## config.mk

```make
export PLATFORM = sky130hd
export DESIGN_NAME = srm_controller
export DESIGN_NICKNAME = d
export VERILOG_FILES = /design/src/rtl/srm_ctrl_pkg.sv /design/src/rtl/srm_instr_decode.sv /design/src/rtl/srm_controller.sv
export SDC_FILE = /design/constraint.sdc
export NUM_CORES = 1
export LEC_CHECK = 0
export ABC_CLOCK_PERIOD_IN_PS = 7600
export CAP_MARGIN = 25
export CORE_UTILIZATION = 46
export CTS_CLUSTER_SIZE = 12
export DETAILED_ROUTE_END_ITERATION = 12
export PLACE_DENSITY = 0.94
export REMOVE_ABC_BUFFERS = 1
export SKIP_CTS_REPAIR_TIMING = 1
export SLEW_MARGIN = 20
export SYNTH_ARGS = -nofsm -noshare
export SYNTH_HDL_FRONTEND = slang
export SYNTH_HIERARCHICAL = 1
export SYNTH_SLANG_ARGS = --single-unit
```

## constraint.sdc

```tcl
create_clock -name clk -period 7.6 [get_ports clk]
set_input_delay 1.52 -clock clk [delete_from_list [all_inputs] [get_ports clk]]
set_output_delay 1.52 -clock clk [all_outputs]
set_load 0.005 [all_outputs]
```

## src/rtl/srm_ctrl_pkg.sv

```systemverilog
// Shared encodings for the SRM control FSM: opcodes, states, writeback selects, ALU/shift codes.
package srm_ctrl_pkg;
  localparam logic [2:0] OPC_LDR  = 3'b011;
  localparam logic [2:0] OPC_STR  = 3'b100;
  localparam logic [2:0] OPC_ALU  = 3'b101;
  localparam logic [2:0] OPC_MOV  = 3'b110;
  localparam logic [2:0] OPC_HALT = 3'b111;

  localparam logic [1:0] OP_MOVR = 2'b00;
  localparam logic [1:0] OP_MOVI = 2'b10;
  localparam logic [1:0] OP_ADD  = 2'b00;
  localparam logic [1:0] OP_CMP  = 2'b01;
  localparam logic [1:0] OP_AND  = 2'b10;
  localparam logic [1:0] OP_MEM  = 2'b00;

  localparam logic [3:0] VSEL_MDATA = 4'b1000;
  localparam logic [3:0] VSEL_IMM   = 4'b0100;
  localparam logic [3:0] VSEL_C     = 4'b0001;

  localparam logic [1:0] ALU_ADD  = 2'b00;
  localparam logic [1:0] ALU_SUB  = 2'b01;
  localparam logic [1:0] ALU_AND  = 2'b10;
  localparam logic [1:0] ALU_NOTB = 2'b11;

  localparam logic [1:0] SH_NONE = 2'b00;

  typedef enum logic [3:0] {
    S_IDLE, S_DECODE, S_GETA, S_GETB, S_EXEC, S_WRC, S_WRIMM,
    S_ADDR, S_LATCH, S_MOVB, S_MEM, S_WRM, S_HALT
  } state_t;

  typedef enum logic [3:0] {
    IC_ILLEGAL, IC_MOVI, IC_MOVR, IC_ADD, IC_CMP, IC_AND, IC_MVN, IC_LDR, IC_STR, IC_HALT
  } iclass_t;

  function automatic logic [15:0] sext8(input logic [7:0] v);
    return {{8{v[7]}}, v};
  endfunction

  function automatic logic [15:0] sext5(input logic [4:0] v);
    return {{11{v[4]}}, v};
  endfunction
endpackage

```

## src/rtl/srm_instr_decode.sv

```systemverilog
// Combinational IR decode: field extraction, immediate sign extension, instruction class.
module srm_instr_decode
  import srm_ctrl_pkg::*;
(
  input  logic [15:0] i_ir,
  output iclass_t     o_class,
  output logic [2:0]  o_rn,
  output logic [2:0]  o_rd,
  output logic [2:0]  o_rm,
  output logic [1:0]  o_sh,
  output logic [15:0] o_sximm8,
  output logic [15:0] o_sximm5
);
  logic [2:0] w_opc;
  logic [1:0] w_op;

  assign w_opc    = i_ir[15:13];
  assign w_op     = i_ir[12:11];
  assign o_rn     = i_ir[10:8];
  assign o_rd     = i_ir[7:5];
  assign o_sh     = i_ir[4:3];
  assign o_rm     = i_ir[2:0];
  assign o_sximm8 = sext8(i_ir[7:0]);
  assign o_sximm5 = sext5(i_ir[4:0]);

  always_comb begin
    o_class = IC_ILLEGAL;
    case (w_opc)
      OPC_MOV: begin
        if (w_op == OP_MOVI)      o_class = IC_MOVI;
        else if (w_op == OP_MOVR) o_class = IC_MOVR;
      end
      OPC_ALU: begin
        case (w_op)
          OP_ADD:  o_class = IC_ADD;
          OP_CMP:  o_class = IC_CMP;
          OP_AND:  o_class = IC_AND;
          default: o_class = IC_MVN;
        endcase
      end
      OPC_LDR:  if (w_op == OP_MEM) o_class = IC_LDR;
      OPC_STR:  if (w_op == OP_MEM) o_class = IC_STR;
      OPC_HALT: o_class = IC_HALT;
      default:  ;
    endcase
  end
endmodule

```

## src/rtl/srm_controller.sv

```systemverilog
// SRM multi-cycle control FSM. Define SRM_CTRL_MEM_TIMEOUT_EN to abort MEM after MEM_TIMEOUT
// cycles without mem_ack; otherwise MEM waits indefinitely.
module srm_controller
  import srm_ctrl_pkg::*;
#(
  parameter int MEM_TIMEOUT = 16
) (
  input  logic        clk,
  input  logic        reset_n,
  input  logic        in_valid,
  output logic        in_ready,
  input  logic [15:0] instr,
  output logic [3:0]  vsel,
  output logic [2:0]  readnum,
  output logic [2:0]  writenum,
  output logic        write,
  output logic        loada,
  output logic        loadb,
  output logic        asel,
  output logic        bsel,
  output logic [1:0]  shift,
  output logic [1:0]  ALUop,
  output logic        loadc,
  output logic        loads,
  output logic [15:0] sximm8,
  output logic [15:0] sximm5,
  output logic        load_addr,
  output logic        mem_rd,
  output logic        mem_wr,
  input  logic        mem_ack,
  output logic        halted,
  output logic        err
);
  state_t      r_state, w_next;
  logic [15:0] r_ir;
  logic        r_err, w_err_set, w_to_fire;
  iclass_t     w_class;
  logic [2:0]  w_rn, w_rd, w_rm;
  logic [1:0]  w_sh;

  srm_instr_decode u_dec (
    .i_ir     (r_ir),
    .o_class  (w_class),
    .o_rn     (w_rn),
    .o_rd     (w_rd),
    .o_rm     (w_rm),
    .o_sh     (w_sh),
    .o_sximm8 (sximm8),
    .o_sximm5 (sximm5)
  );

  always_ff @(posedge clk or negedge reset_n) begin
    if (!reset_n) begin
      r_state <= S_IDLE;
      r_ir    <= '0;
      r_err   <= 1'b0;
    end else begin
      r_state <= w_next;
      r_err   <= w_err_set;
      if (r_state == S_IDLE && in_valid) r_ir <= instr;
    end
  end

  assign err = r_err;

`ifdef SRM_CTRL_MEM_TIMEOUT_EN
  localparam int TO_W = $clog2(MEM_TIMEOUT + 1);
  logic [TO_W-1:0] r_to_cnt;

  // Counts MEM cycles already spent; cleared whenever the FSM is elsewhere.
  always_ff @(posedge clk or negedge reset_n) begin
    if (!reset_n)               r_to_cnt <= '0;
    else if (r_state != S_MEM)  r_to_cnt <= '0;
    else                        r_to_cnt <= r_to_cnt + TO_W'(1);
  end

  assign w_to_fire = (r_state == S_MEM) && !mem_ack && (r_to_cnt == TO_W'(MEM_TIMEOUT - 1));
`else
  logic w_unused_to;
  assign w_unused_to = (MEM_TIMEOUT > 0);
  assign w_to_fire   = 1'b0;
`endif

  always_comb begin
    w_next    = r_state;
    w_err_set = 1'b0;
    in_ready  = 1'b0;
    vsel      = VSEL_C;
    readnum   = 3'd0;
    writenum  = 3'd0;
    write     = 1'b0;
    loada     = 1'b0;
    loadb     = 1'b0;
    asel      = 1'b0;
    bsel      = 1'b0;
    shift     = SH_NONE;
    ALUop     = ALU_ADD;
    loadc     = 1'b0;
    loads     = 1'b0;
    load_addr = 1'b0;
    mem_rd    = 1'b0;
    mem_wr    = 1'b0;
    halted    = 1'b0;
    case (r_state)
      S_IDLE: begin
        in_ready = 1'b1;
        if (in_valid) w_next = S_DECODE;
      end
      S_DECODE: begin
        case (w_class)
          IC_MOVI:                        w_next = S_WRIMM;
          IC_MOVR, IC_MVN:                w_next = S_GETB;
          IC_ADD, IC_AND, IC_CMP,
          IC_LDR, IC_STR:                 w_next = S_GETA;
          IC_HALT:                        w_next = S_HALT;
          default: begin
            w_next    = S_IDLE;
            w_err_set = 1'b1;
          end
        endcase
      end
      S_GETA: begin
        readnum = w_rn;
        loada   = 1'b1;
        w_next  = (w_class == IC_LDR || w_class == IC_STR) ? S_ADDR : S_GETB;
      end
      S_GETB: begin
        // STR reuses GETB to fetch the data register into B.
        readnum = (w_class == IC_STR) ? w_rd : w_rm;
        loadb   = 1'b1;
        w_next  = (w_class == IC_STR) ? S_MOVB : S_EXEC;
      end
      S_EXEC: begin
        asel  = (w_class == IC_MOVR || w_class == IC_MVN);
        shift = w_sh;
        case (w_class)
          IC_AND:  ALUop = ALU_AND;
          IC_CMP:  ALUop = ALU_SUB;
          IC_MVN:  ALUop = ALU_NOTB;
          default: ALUop = ALU_ADD;
        endcase
        loadc  = (w_class != IC_CMP);
        loads  = (w_class == IC_CMP);
        w_next = (w_class == IC_CMP) ? S_IDLE : S_WRC;
      end
      S_WRC: begin
        vsel     = VSEL_C;
        writenum = w_rd;
        write    = 1'b1;
        w_next   = S_IDLE;
      end
      S_WRIMM: begin
        vsel     = VSEL_IMM;
        writenum = w_rn;
        write    = 1'b1;
        w_next   = S_IDLE;
      end
      S_ADDR: begin
        bsel   = 1'b1;
        loadc  = 1'b1;
        w_next = S_LATCH;
      end
      S_LATCH: begin
        load_addr = 1'b1;
        w_next    = (w_class == IC_LDR) ? S_MEM : S_GETB;
      end
      S_MOVB: begin
        asel   = 1'b1;
        loadc  = 1'b1;
        w_next = S_MEM;
      end
      S_MEM: begin
        mem_rd = (w_class == IC_LDR);
        mem_wr = (w_class == IC_STR);
        if (mem_ack) begin
          w_next = (w_class == IC_LDR) ? S_WRM : S_IDLE;
        end else if (w_to_fire) begin
          w_next    = S_IDLE;
          w_err_set = 1'b1;
        end
      end
      S_WRM: begin
        vsel     = VSEL_MDATA;
        writenum = w_rd;
        write    = 1'b1;
        w_next   = S_IDLE;
      end
      S_HALT: halted = 1'b1;
      default: w_next = S_IDLE;
    endcase
  end
endmodule

```

==> Implementation_results.wiki, run 1 <==
{| class="wikitable"
! Metric !! Value
|-
| Unrepaired setup endpoints after global routing || false
|-
| Vias/cell || about 5.7
|-
| Final cycle utilization of the critical path || 0.638
|-
| Total non-filler cell area in the finished layout || approximately 2300 sq um
|-
| Count leader, synth || sky130_fd_sc_hd__buf_4
|-
| Top cells by area, synth || sky130_fd_sc_hd__dfrtp_1 28%, sky130_fd_sc_hd__buf_4 18%, sky130_fd_sc_hd__mux2_2 9.1%
|-
| Req. time, crit path || just over 6000 ps
|-
| Die boundary height || 65.4 um
|-
| Antenna diode count || 0
|-
| Number of nets with antenna violations after routing || 0
|-
| Total Die Area || 4280 sq um
|-
| Worst voltage drop across the vdd grid || 227 uV
|-
| Routed length per placed instance || ~15 um
|-
| Clk_skew || ~1.3 ps
|-
| Power, Total || between 0.9 and 1 mW
|-
| CTS Buf Count || 3
|-
| Main flop type after synthesis || sky130_fd_sc_hd__dfrtp_1
|-
| Root Buffer Master || sky130_fd_sc_hd__clkbuf_8
|-
| Reported leakage power || between 0.9 and 1 nW
|-
| Routed wire length || 4410 um
|-
| Worst Hold Class || reg -> reg
|-
| Site row count || 22
|-
| Hold-critical path depth || 1
|-
| Post-synthesis cell type count || 46
|-
| EDFF count, synth || 0
|-
| Placed cell area || 2280 sq um
|-
| Kind of critical path || reg -> out
|-
| Power density over the cells || approximately 400 nW/um^2
|-
| Remaining global-route overflow || 0
|-
| Cell types with the highest counts after synthesis || 45 x sky130_fd_sc_hd__buf_4, 21 x sky130_fd_sc_hd__dfrtp_1, 15 x sky130_fd_sc_hd__mux2_2
|-
| Vias in the first global route || 1548
|-
| Setup TNS || 0 ps
|-
| Library cell occupying the most area in the post-synthesis netlist || sky130_fd_sc_hd__dfrtp_1
|-
| DR vias || 1633
|-
| Number of buffers between clock root and the deepest sink || 2
|-
| DRC || 0
|-
| Number of DRC markers after the initial detailed-route iteration || between 100 and 150
|-
| Sink Count || 21
|-
| Final cell utilization of the core || 0.622
|-
| Maximum cell stage delay along the critical path || ~550 ps
|-
| Portion of the post-synthesis area used by sequential elements || 0.284
|-
| Max Clock Freq || about 210 MHz
|-
| CP Capture Type || primary output
|-
| Post-route minimum period || between 4000 and 5000 ps
|-
| Io pins || 79
|-
| Minimum hold slack || ~520 ps
|-
| Antenna violations before repair || 0
|-
| Number of search-and-repair iterations in the first detailed-routing pass || 4
|-
| Post-synth top area share || 0.284
|-
| Clock insertion delay at the later pin of the skew report || 260 ps
|-
| Cells after synthesis || 211
|-
| Final #Nets || about 260
|-
| Result of the run || complete, no violations
|-
| Slowest cell on the critical path || sky130_fd_sc_hd__or4b_4
|-
| Final setup vio count || 0
|-
| Clock transition at the registers of the reported paths || around 80 ps
|-
| Warnings from Yosys || 6
|-
| Share of flip-flops with an asynchronous set or reset after synthesis || 1.00
|-
| Post-Syn Area per Cell || 8.77 sq um
|-
| Overall fraction of global-route tracks in use || 0.218
|-
| Gp weighted congestion || roughly 0.86
|-
| Number of synthesized register bits || 21
|-
| Pins over their slew limit || 0
|-
| Count of port buffers added during placement || just under 80
|-
| Core Box Area || about 3800 sq um
|-
| Post-Syn Area || between 1500 and 2000 sq um
|-
| Synth-to-layout area growth || 26.8%
|-
| Hold Fails Final Rpt || 0
|-
| Worst slew margin relative to its limit || 0.543
|-
| Max Cap Violations || 0
|-
| Largest net degree at the start of global routing || 25
|-
| Clock tree from TritonCTS || yes
|-
| HPWL Detailed || a little over 3000 um
|-
| Global-route wire length before repair || between 7000 and 8000 um
|-
| R2r worst-path depth || 8
|-
| Worst-margin pin slew || slightly below 700 ps
|-
| Critical-path cell list || inv_1 > ha_1 > or3b_1 > a21boi_0 > clkbuf_2 > or4b_4 > mux2i_1 > o21ai_0 > clkdlybuf4s50_1
|-
| Die width || between 60 and 70 um
|-
| Fraction of final layout cells with drive strength greater than 1 || 0.105
|-
| Initial standard-cell utilization of the core || 0.491
|-
| Critical Path Source Type || register
|-
| CP arrival || 3330 ps
|-
| Largest fanout on the critical path || 9
|-
| Count of H-tree levels built during CTS || 1
|}
-- stage by stage --
step / worst slack, ps / std cells
after floorplan: 3580 / 154
after global placement: 2940 / 279
after detailed placement: 2790 / 279
after CTS: 2460 / 283
after global routing: 2610 / 285
final: 2750 / 285
-- critical path: cells and delay by family (launching register included) --
kind	cells	cell delay, ps
buffers and inverters	3	900
and+or+nand+nor	2	900
AOI/OAI and AO/OA	2	490
DFF	1	380
adders and majority gates	1	250
muxes	1	140
-- per-layer routing --
metal | track usage | part of all wire
met4 | 0.101 | 0.032
met5 | 0 | 0
met3 | 0.0521 | 0.11
met1 | 0.281 | 0.40
met2 | 0.343 | 0.45
-- cell usage in the layout (no fill, tap or decap), drive strengths merged, types with 3 or more instances in the layout --
cell,instances
mux2,16
nor3,7
ha,3
nor2b,3
nand2b,4
and3,4
mux2i,4
nor4,3
clkdlybuf4s50,77
or3b,4
a22oi,4
nor2,11
inv,5
o22ai,3
o211ai,5
o21ai,11
dfrtp,21
nand2,13
clkbuf,5
a21oi,6
xor2,3
-- cell families after synthesis --
kind of cell               Yosys count  synth area share
and+or+nand+nor                     64             0.207
other                                1           0.00203
muxes                               20             0.119
AOI/OAI and AO/OA                   37             0.127
adders and majority gates            3            0.0203
DFF                                 21             0.284
buffers and inverters               62             0.227
xor gates and xnor gates             3            0.0142
-- power by group --
| group | leakage (nW) | switching [mW] | internal, mW |
|---|---|---|---|
| Clock | 0.0228 | 0.0371 | 0.0374 |
| Combinational | 0.669 | 0.243 | 0.362 |
| Sequential | 0.254 | 0.112 | 0.167 |
-- path summary, 6_finish.rpt --
| path | from | end | slack, ps |
|---|---|---|---|
| max in group asynchronous | reset_n | r_ir[15] | 5700 |
| min | r_ir[11] | r_ir[11] | 520 |
| max reg2reg | r_ir[11] | r_state[2] | 4740 |
| min reg2reg | r_ir[11] | r_ir[11] | 520 |
| min in group asynchronous | reset_n | r_state[1] | 1490 |
| max | r_ir[11] | readnum[2] | 2750 |
-- state kept, by name, indices dropped and copies added (netlist names) --
signal and flops:
r_state 4, err 1, r_ir 16
-- layout make-up --
class	count	area [sq um]
tap	48	60.1
fill	294	1430
clock buffer	4	45.0
multi-input combinational	128	906
inverter	5	18.8
sequential	21	526
timing repair buffer	79	791
Power figures use the tool's default switching activity.
==> run 2: changes to the inputs <==
--- a/config.mk
+++ b/config.mk
@@ -5,12 +5,12 @@
 export SDC_FILE = /design/constraint.sdc
 export NUM_CORES = 1
 export LEC_CHECK = 0
-export ABC_CLOCK_PERIOD_IN_PS = 7600
+export ABC_CLOCK_PERIOD_IN_PS = 4320
 export CAP_MARGIN = 25
-export CORE_UTILIZATION = 46
+export CORE_UTILIZATION = 39
 export CTS_CLUSTER_SIZE = 12
 export DETAILED_ROUTE_END_ITERATION = 12
-export PLACE_DENSITY = 0.94
+export PLACE_DENSITY = 0.86
 export REMOVE_ABC_BUFFERS = 1
 export SKIP_CTS_REPAIR_TIMING = 1
 export SLEW_MARGIN = 20
==> constraint.sdc (replaced) <==
create_clock -name clk -period 4.32 [get_ports clk]
set_input_delay 0.864 -clock clk [delete_from_list [all_inputs] [get_ports clk]]
set_output_delay 0.864 -clock clk [all_outputs]
set_load 0.005 [all_outputs]
==> run 2 against run 1 <==
  * Highest routed layer unchanged
  * Combinational power increased by 74%
  * Largest cell class unchanged
  * Utilization decreased by 9.7 points
  * Count of clock-buffer cells in the layout decreased by 1
  * Clock power increased by 77%
  * Die area increased by 17%
  * Global-route usage decreased by 4.2 points
  * Wire length decreased by 2.5%
  * First-iteration DRC count increased by 33%
==> Implementation_results.wiki, run 2 (synthesis gave the netlist of run 1 again) <==
{| class="wikitable"
! Metric !! Value
|-
| Total Die Area || 5020 sq um (+17%)
|-
| Synth-to-layout area growth || 26.2%
|-
| HPWL Detailed || 3140 um (+0.74%)
|-
| Count of port buffers added during placement || 77 (unchanged)
|-
| Io pins || 79 (unchanged)
|-
| Largest net degree at the start of global routing || 25 (unchanged)
|-
| Worst slew margin relative to its limit || 0.511 (-0.0322)
|-
| Final #Nets || 260 (-0.38%)
|-
| DR vias || 1546 (-5.3%)
|-
| CTS Buf Count || 3 (unchanged)
|-
| Kind of critical path || reg -> out
|-
| Die width || 70.9 um (+8.3%)
|-
| Placed cell area || 2290 sq um (+0.55%)
|-
| Number of buffers between clock root and the deepest sink || 2 (unchanged)
|-
| Root Buffer Master || sky130_fd_sc_hd__clkbuf_8
|-
| Max Clock Freq || around 250 MHz
|-
| Clock tree from TritonCTS || yes
|-
| R2r worst-path depth || 8 (unchanged)
|-
| Post-route minimum period || about 3900 ps
|-
| Largest register FFs || 16 (unchanged)
|-
| Antenna violations before repair || 0 (unchanged)
|-
| Reg-to-Reg End || r_state[2]
|-
| Antenna diode count || 0 (unchanged)
|-
| Total non-filler cell area in the finished layout || 2330 sq um (-0.48%)
|-
| Worst-margin pin slew || 731 ps (+49.5 ps)
|-
| Pins over their slew limit || 0 (unchanged)
|-
| CP startpoint || r_ir[11]
|-
| Routed wire length || 4300 um (-2.5%)
|-
| Register name with the most flops || r_ir
|-
| Result of the run || complete, no violations
|-
| Overall fraction of global-route tracks in use || 0.176 (-0.0417)
|-
| Leading cell type in the layout, fill and taps excluded || sky130_fd_sc_hd__clkdlybuf4s50_1
|-
| Routed length per placed instance || 14.9 um (-3.5%)
|-
| Register-to-Register Setup Slack || 1690 ps (-3050 ps)
|-
| CP Capture Type || primary output
|-
| Number of search-and-repair iterations in the first detailed-routing pass || 6 (+2)
|-
| Unrepaired setup endpoints after global routing || false
|-
| DRC || 0 (unchanged)
|-
| Reported leakage power || 0.941 nW (-0.41%)
|-
| Critical Path Source Type || register
|-
| Sink Count || 21 (unchanged)
|-
| Remaining global-route overflow || 0 (unchanged)
|-
| Largest fanout on the critical path || 11 (+2)
|-
| Fraction of final layout cells with drive strength greater than 1 || 0.110 (+0.00468)
|-
| CP arrival || 3070 ps (-260 ps)
|-
| Highest-count cells in the layout ignoring fill and taps || 76 x sky130_fd_sc_hd__clkdlybuf4s50_1, 21 x sky130_fd_sc_hd__dfrtp_1, 15 x sky130_fd_sc_hd__mux2_2
|-
| Initial standard-cell utilization of the core || 0.416 (-0.0743)
|-
| Final cycle utilization of the critical path || 0.911
|-
| Worst setup path end || readnum[2]
|-
| Power density over the cells || 716 nW/um^2 (+75%)
|-
| Footprint of the multi-input gates || 906 sq um (unchanged)
|-
| Final setup vio count || 0 (unchanged)
|-
| Number of placed cells counting well taps || 284 (+1.8%)
|-
| Worst voltage drop across the vdd grid || 367 uV (+62%)
|-
| Vias in the first global route || 1485 (-4.1%)
|-
| Clock insertion delay at the later pin of the skew report || 260 ps (about the same)
|-
| Hold Fails Final Rpt || 0 (unchanged)
|-
| Core Box Area || 4440 sq um (+18%)
|-
| Final-layout fill cell count || 416 (+41%)
|-
| Gp weighted congestion || 0.871 (+1.3%)
|-
| Die boundary height || 70.9 um (+8.3%)
|-
| Number of DRC markers after the initial detailed-route iteration || 136 (+33%)
|-
| Clk_skew || 3.98 ps (+2.67 ps)
|-
| Max Cap Violations || 0 (unchanged)
|-
| Launch instance of the worst register-to-register path || r_ir[11]
|-
| Req. time, crit path || 3460 ps (-2620 ps)
|-
| Count of H-tree levels built during CTS || 1 (unchanged)
|-
| Worst Hold Class || reg -> reg
|-
| Non-filler instance count after layout || 288 (+1.1%)
|-
| Global-route wire length before repair || 7140 um (-1.4%)
|-
| Area occupied by registers || 526 sq um (unchanged)
|-
| Clock transition at the registers of the reported paths || 80 ps (about the same)
|-
| Site row count || 24 (+9.1%)
|-
| Vias/cell || 5.37 (-6.3%)
|-
| Setup TNS || 0 ps (unchanged)
|-
| Number of nets with antenna violations after routing || 0 (unchanged)
|}
-- run 2: metrics by stage --
| step | power, mW | hold WS [ps] | utilization | setup slack [ps] |
|---|---|---|---|---|
| 2_1_floorplan | 0.968 | 479 | - | 952 |
| 3_3_place_gp | 1.51 | 487 | 0.516 | 776 |
| 3_5_place_dp | 1.54 | 507 | 0.516 | 685 |
| 5_1_grt | 1.80 | 569 | 0.525 | 174 |
| 6_report | 1.67 | 525 | 0.525 | 385 |
| 4_1_cts | 1.68 | 527 | 0.526 | 376 |
-- run 2: power breakdown --
group	switching (mW)	total, mW	internal (mW)
Clock	0.0679	0.132	0.0642
Sequential	0.193	0.486	0.294
Combinational	0.416	1.05	0.637
Total	0.677	1.67	0.995
-- run 2: worst min path at each step --
stage / startpoint / depth (start not counted) / end
after floorplan: r_ir[11] / 1 / r_ir[11]
after global placement: r_ir[11] / 1 / r_ir[11]
after detailed placement: r_ir[11] / 1 / r_ir[11]
after CTS: r_ir[11] / 1 / r_ir[11]
after global routing: r_ir[11] / 1 / r_ir[11]
final: r_ir[11] / 1 / r_ir[11]
-- run 2: layout make-up --
class / count / share of cell area
clock buffers: 3 / 0.0177
clock inverters: 1 / 0.00214
inverters: 5 / 0.00804
multi-input cells: 128 / 0.388
flip-flops and latches: 21 / 0.225
well taps: 52 / 0.0279
repair buffers: 78 / 0.331
-- run 2: worst max-delay path, cell delays in order, from the launching register on --
cell,delay [ps]
sky130_fd_sc_hd__dfrtp_1,380
sky130_fd_sc_hd__inv_1,100
sky130_fd_sc_hd__ha_1,230
sky130_fd_sc_hd__or3b_1,350
sky130_fd_sc_hd__a21boi_0,150
sky130_fd_sc_hd__buf_4,190
sky130_fd_sc_hd__or4b_4,540
sky130_fd_sc_hd__mux2i_1,140
sky130_fd_sc_hd__o21ai_0,190
sky130_fd_sc_hd__clkdlybuf4s50_1,540
-- run 2: per-layer routing --
layer	vias to the layer above	wire, um	GRT usage
met3	4	311	0.0399
met5	-	0	0
met2	74	2090	0.302
li1	750	-	-
met4	0	28	0.0311
met1	718	1870	0.231
==> RTL edit 1, RTL diff (config.mk and constraints of run 2) <==
Build with the macro `SRM_CTRL_MEM_TIMEOUT_EN` defined.
--- a/src/rtl/srm_controller.sv
+++ b/src/rtl/srm_controller.sv
@@ -2,2 +2,4 @@
 // cycles without mem_ack; otherwise MEM waits indefinitely.
+`define SRM_CTRL_MEM_TIMEOUT_EN
+
 module srm_controller
Formal check against the unedited RTL: same outputs for any inputs over 10 cycles, from zero or initial values and one cycle with reset_n low; that may be too few to reach the edited logic, so the function may still have changed.
==> RTL edit 1 against run 2 <==
First-iteration DRC count down 32%. Design area up 14%. Count of clock-buffer cells in the layout unchanged. Synthesized cell count is 14% higher. Sequential cell count grew 5. Final cell count rose by 17%. Worst setup slack worse by 0.016 ns. Power rose by 12%. Area after synthesis increased by 15%. Highest routed layer unchanged. Wire length is 14% higher.
==> RTL edit 1: results (changes against run 2) <==
setup_path:
  worstRegToRegCells: 9  # +1
  rr_endpoint: "r_state[3]"
  crit_path_start: "r_ir[12]"
  arrival_ns: 3.09  # +0.02 ns
pwr:
  peakVddDrop_mv: 0.404  # +10%
  power_leakage_nw: 1.09  # +16%
final_layout:
  seq_share_pct: 24.4  # +1.9 points
  fill_cells: 455  # +9.4%
  buf_share_pct: 29.4  # -3.7 points
  clock_area_share_pct: 2.67  # +0.69 points
  final_nets: 292  # +12%
global_routing:
  groute.usage.overall_pct: 18.2  # +0.53 points
  grt_max_degree: 27  # +8.0%
  grt_pass1_wl_um: 7940  # +11%
  use_met3_pct: 4.10  # +0.11 points
  use_met1_pct: 23.3  # +0.18 points
detailed_routing:
  wl_um: 4920  # +14%
  wl_met3_um: 407  # +31%
  drt_iter0_markers: 93  # -32%
yosys:
  synthTopCellsByArea: "dfrtp_1, buf_4, mux2_4"
  synth.distinct_cells: 48  # +4.3%
  yosysSeqAreaShare_pct: 30.6  # +2.2 points
timing:
  fin_hold_ws_ns: 0.459  # -0.0664 ns
  relSlewSlack_pct: 53.7  # +2.5 points
hold_path:
  hp-start: "r_to_cnt[0]"
  min_to: "r_to_cnt[0]"
run_status:
  status: "complete, no violations"
place:
  place_area_um2: 2600  # +13%
  gp_congestion: 0.912  # +4.7%
## RTL edit 1: cell types whose count changed after synthesis, sizes merged, moves of 3 or more
cell / delta
and2: +3
dfrtp: +5
nand2: +5
nor2: +14
o21ai: +4
## RTL edit 1: cells by family (layout without fill, tap and decap cells)
logic type	after synthesis	after routing	share of synthesized area [%]
simple gates	82	82	21.0
buf+inv	61	87	19.5
compound gates	42	42	12.5
flops	26	26	30.6
mux	18	18	11.2
fa+ha+maj	5	5	2.94
xor+xnor	5	5	2.06
other cells	1	1	0.177
## RTL edit 1: power breakdown
group / switching (mW) / internal (mW) / leakage (nW)
sequential: 0.192 / 0.340 / 0.324
combinational: 0.450 / 0.677 / 0.731
clock: 0.0838 / 0.124 / 0.0357
## RTL edit 1: stage by stage
stage / power (mW) / utilization, %
2_1_floorplan: 1.08 / -
3_3_place_gp: 1.62 / 50.2
3_5_place_dp: 1.65 / 50.2
4_1_cts: 1.87 / 51.6
5_1_grt: 2.00 / 51.6
6_report: 1.87 / 51.6
==> RTL edit 2, RTL diff (flow settings as in run 2) <==
Without the edit above. Remove the register `r_err`: a continuous assignment takes its place, so the output `err` follows one clock earlier.
--- a/src/rtl/srm_controller.sv
+++ b/src/rtl/srm_controller.sv
@@ -55,6 +55,4 @@
       r_ir    <= '0;
-      r_err   <= 1'b0;
     end else begin
       r_state <= w_next;
-      r_err   <= w_err_set;
       if (r_state == S_IDLE && in_valid) r_ir <= instr;
@@ -62,2 +60,4 @@
   end
+
+  assign r_err = w_err_set;
 
Formal check against the unedited RTL: not equivalent (Yosys sat finds a counterexample within 4 cycles, from zero or initial values and one cycle with reset_n low).
==> RTL edit 2 against run 2 <==
Sequential cell count decreased by 1. Via count increased by 0.19%. Worst hold slack got worse by 0.0061 ns. Wire length decreased by 3.1%. Global-route usage decreased by 1.1 points. Largest cell class unchanged. Power increased by 3.4%. Design area increased by 1.5%. Worst setup slack got worse by 0.033 ns. Critical path depth unchanged. Area after synthesis decreased by 1.4%. Largest power group unchanged.
==> RTL edit 2: results (changes against run 2) <==
final_layout:
  area_growth_pct: 29.8
  reg.largest.list: "r_ir (16), r_state (4)"
  drive_above_1_share_pct: 11.8  # +0.75 points
  fill_cells: 411  # -1.2%
  nNonClkBuffers: 81  # +3.8%
  seq_cell_count: 20  # -4.8%
  multi_input_cells: 128  # unchanged
  buf_share_pct: 34.1  # +0.99 points
  seq_share_pct: 21.1  # -1.4 points
  clock_area_share_pct: 3.01  # +1.0 points
  final_nets: 262  # +0.77%
yosys:
  synth_common_cells: "buf_4, dfrtp_1, mux2_2, nand2_1"
  synthTopCellsByArea: "dfrtp_1, buf_4, mux2_2"
  synth_xor_area_share_pct: 1.44  # +0.019 points
  synth_compound_area_share_pct: 12.9  # +0.17 points
  yosysSeqAreaShare_pct: 27.4  # -0.98 points
  synthMuxAreaShare_pct: 12.1  # +0.16 points
  synth.distinct_cells: 46  # unchanged
  synthCells: 210  # -0.47%
  syn-mean-instance-area_um2: 8.69  # -0.88%
  synthAdderAreaFrac_pct: 2.06  # +0.028 points
global_routing:
  use_met3_pct: 2.45  # -1.5 points
  grt_max_degree: 25  # unchanged
  groute.usage.overall_pct: 16.5  # -1.1 points
  use_met2_pct: 25.8  # -4.4 points
  grt_pass1_vias: 1343  # -9.6%
  grt_pass1_wl_um: 6610  # -7.4%
  use_met1_pct: 23.2  # +0.090 points
timing:
  fin_hold_ws_ns: 0.519  # -0.00612 ns
  tightest_slew_ns: 0.669  # -0.0625 ns
  max_freq_mhz: 252  # -0.83%
  clock_skew_ns: 0.00691  # +0.00294 ns
detailed_routing:
  wl_met3_um: 253  # -19%
  drt_first_pass_iters: 4  # -2
  wire_per_inst_um: 14.4  # -3.7%
  met1Wirelength_um: 1890  # +1.2%
  viasPerCell: 5.34  # -0.50%
  wl_met2_um: 1990  # -4.9%
  drt_iter0_markers: 200  # +47%
  num_vias: 1549  # +0.19%
place:
  pre_cts_slack_ns: 0.645  # -0.0400 ns
  dp_hpwl_um: 3130  # -0.28%
  gp_congestion: 0.879  # +0.88%
  place_inst: 285  # +0.35%
  port_buffers: 77  # unchanged
  place_area_um2: 2280  # -0.44%
clocking:
  clk_pin_slew_worst_paths_ns: 0.07
  clk_path_buf_depth: 2  # unchanged
setup_path:
  endpoint: "readnum[1]"
  cpPeakStageDelay_ns: 0.55
  rrSetupSlack_ns: 1.67  # -0.02 ns
  arrival_ns: 3.10  # +0.03 ns
  critPathSlowestCell: "clkdlybuf4s50_1"
pwr:
  peakVddDrop_mv: 0.411  # +12%
  power_leakage_nw: 0.956  # +1.5%
run_status:
  status: "complete, no violations"
==> RTL edit 2: cell count changes after synthesis <==
cell | run 2 | this run
dfrtp_1 | 21 | 20
==> RTL edit 2: worst reg2reg max path: stages (launching register included) <==
cell       delay [ns]
dfrtp_1          0.38
inv_1            0.11
ha_1             0.25
or3b_1           0.35
a21boi_0         0.19
buf_4            0.19
or4b_4           0.53
a2111oi_1        0.44
nand2_1          0.09
==> RTL edit 2: power by group <==
| group | switching [mW] | internal (mW) | total (mW) | leakage [nW] |
|---|---|---|---|---|
| registers | 0.167 | 0.282 | 0.449 | 0.240 |
| logic | 0.439 | 0.656 | 1.10 | 0.680 |
| clock network | 0.0618 | 0.124 | 0.185 | 0.0357 |
| total | 0.668 | 1.06 | 1.73 | 0.956 |
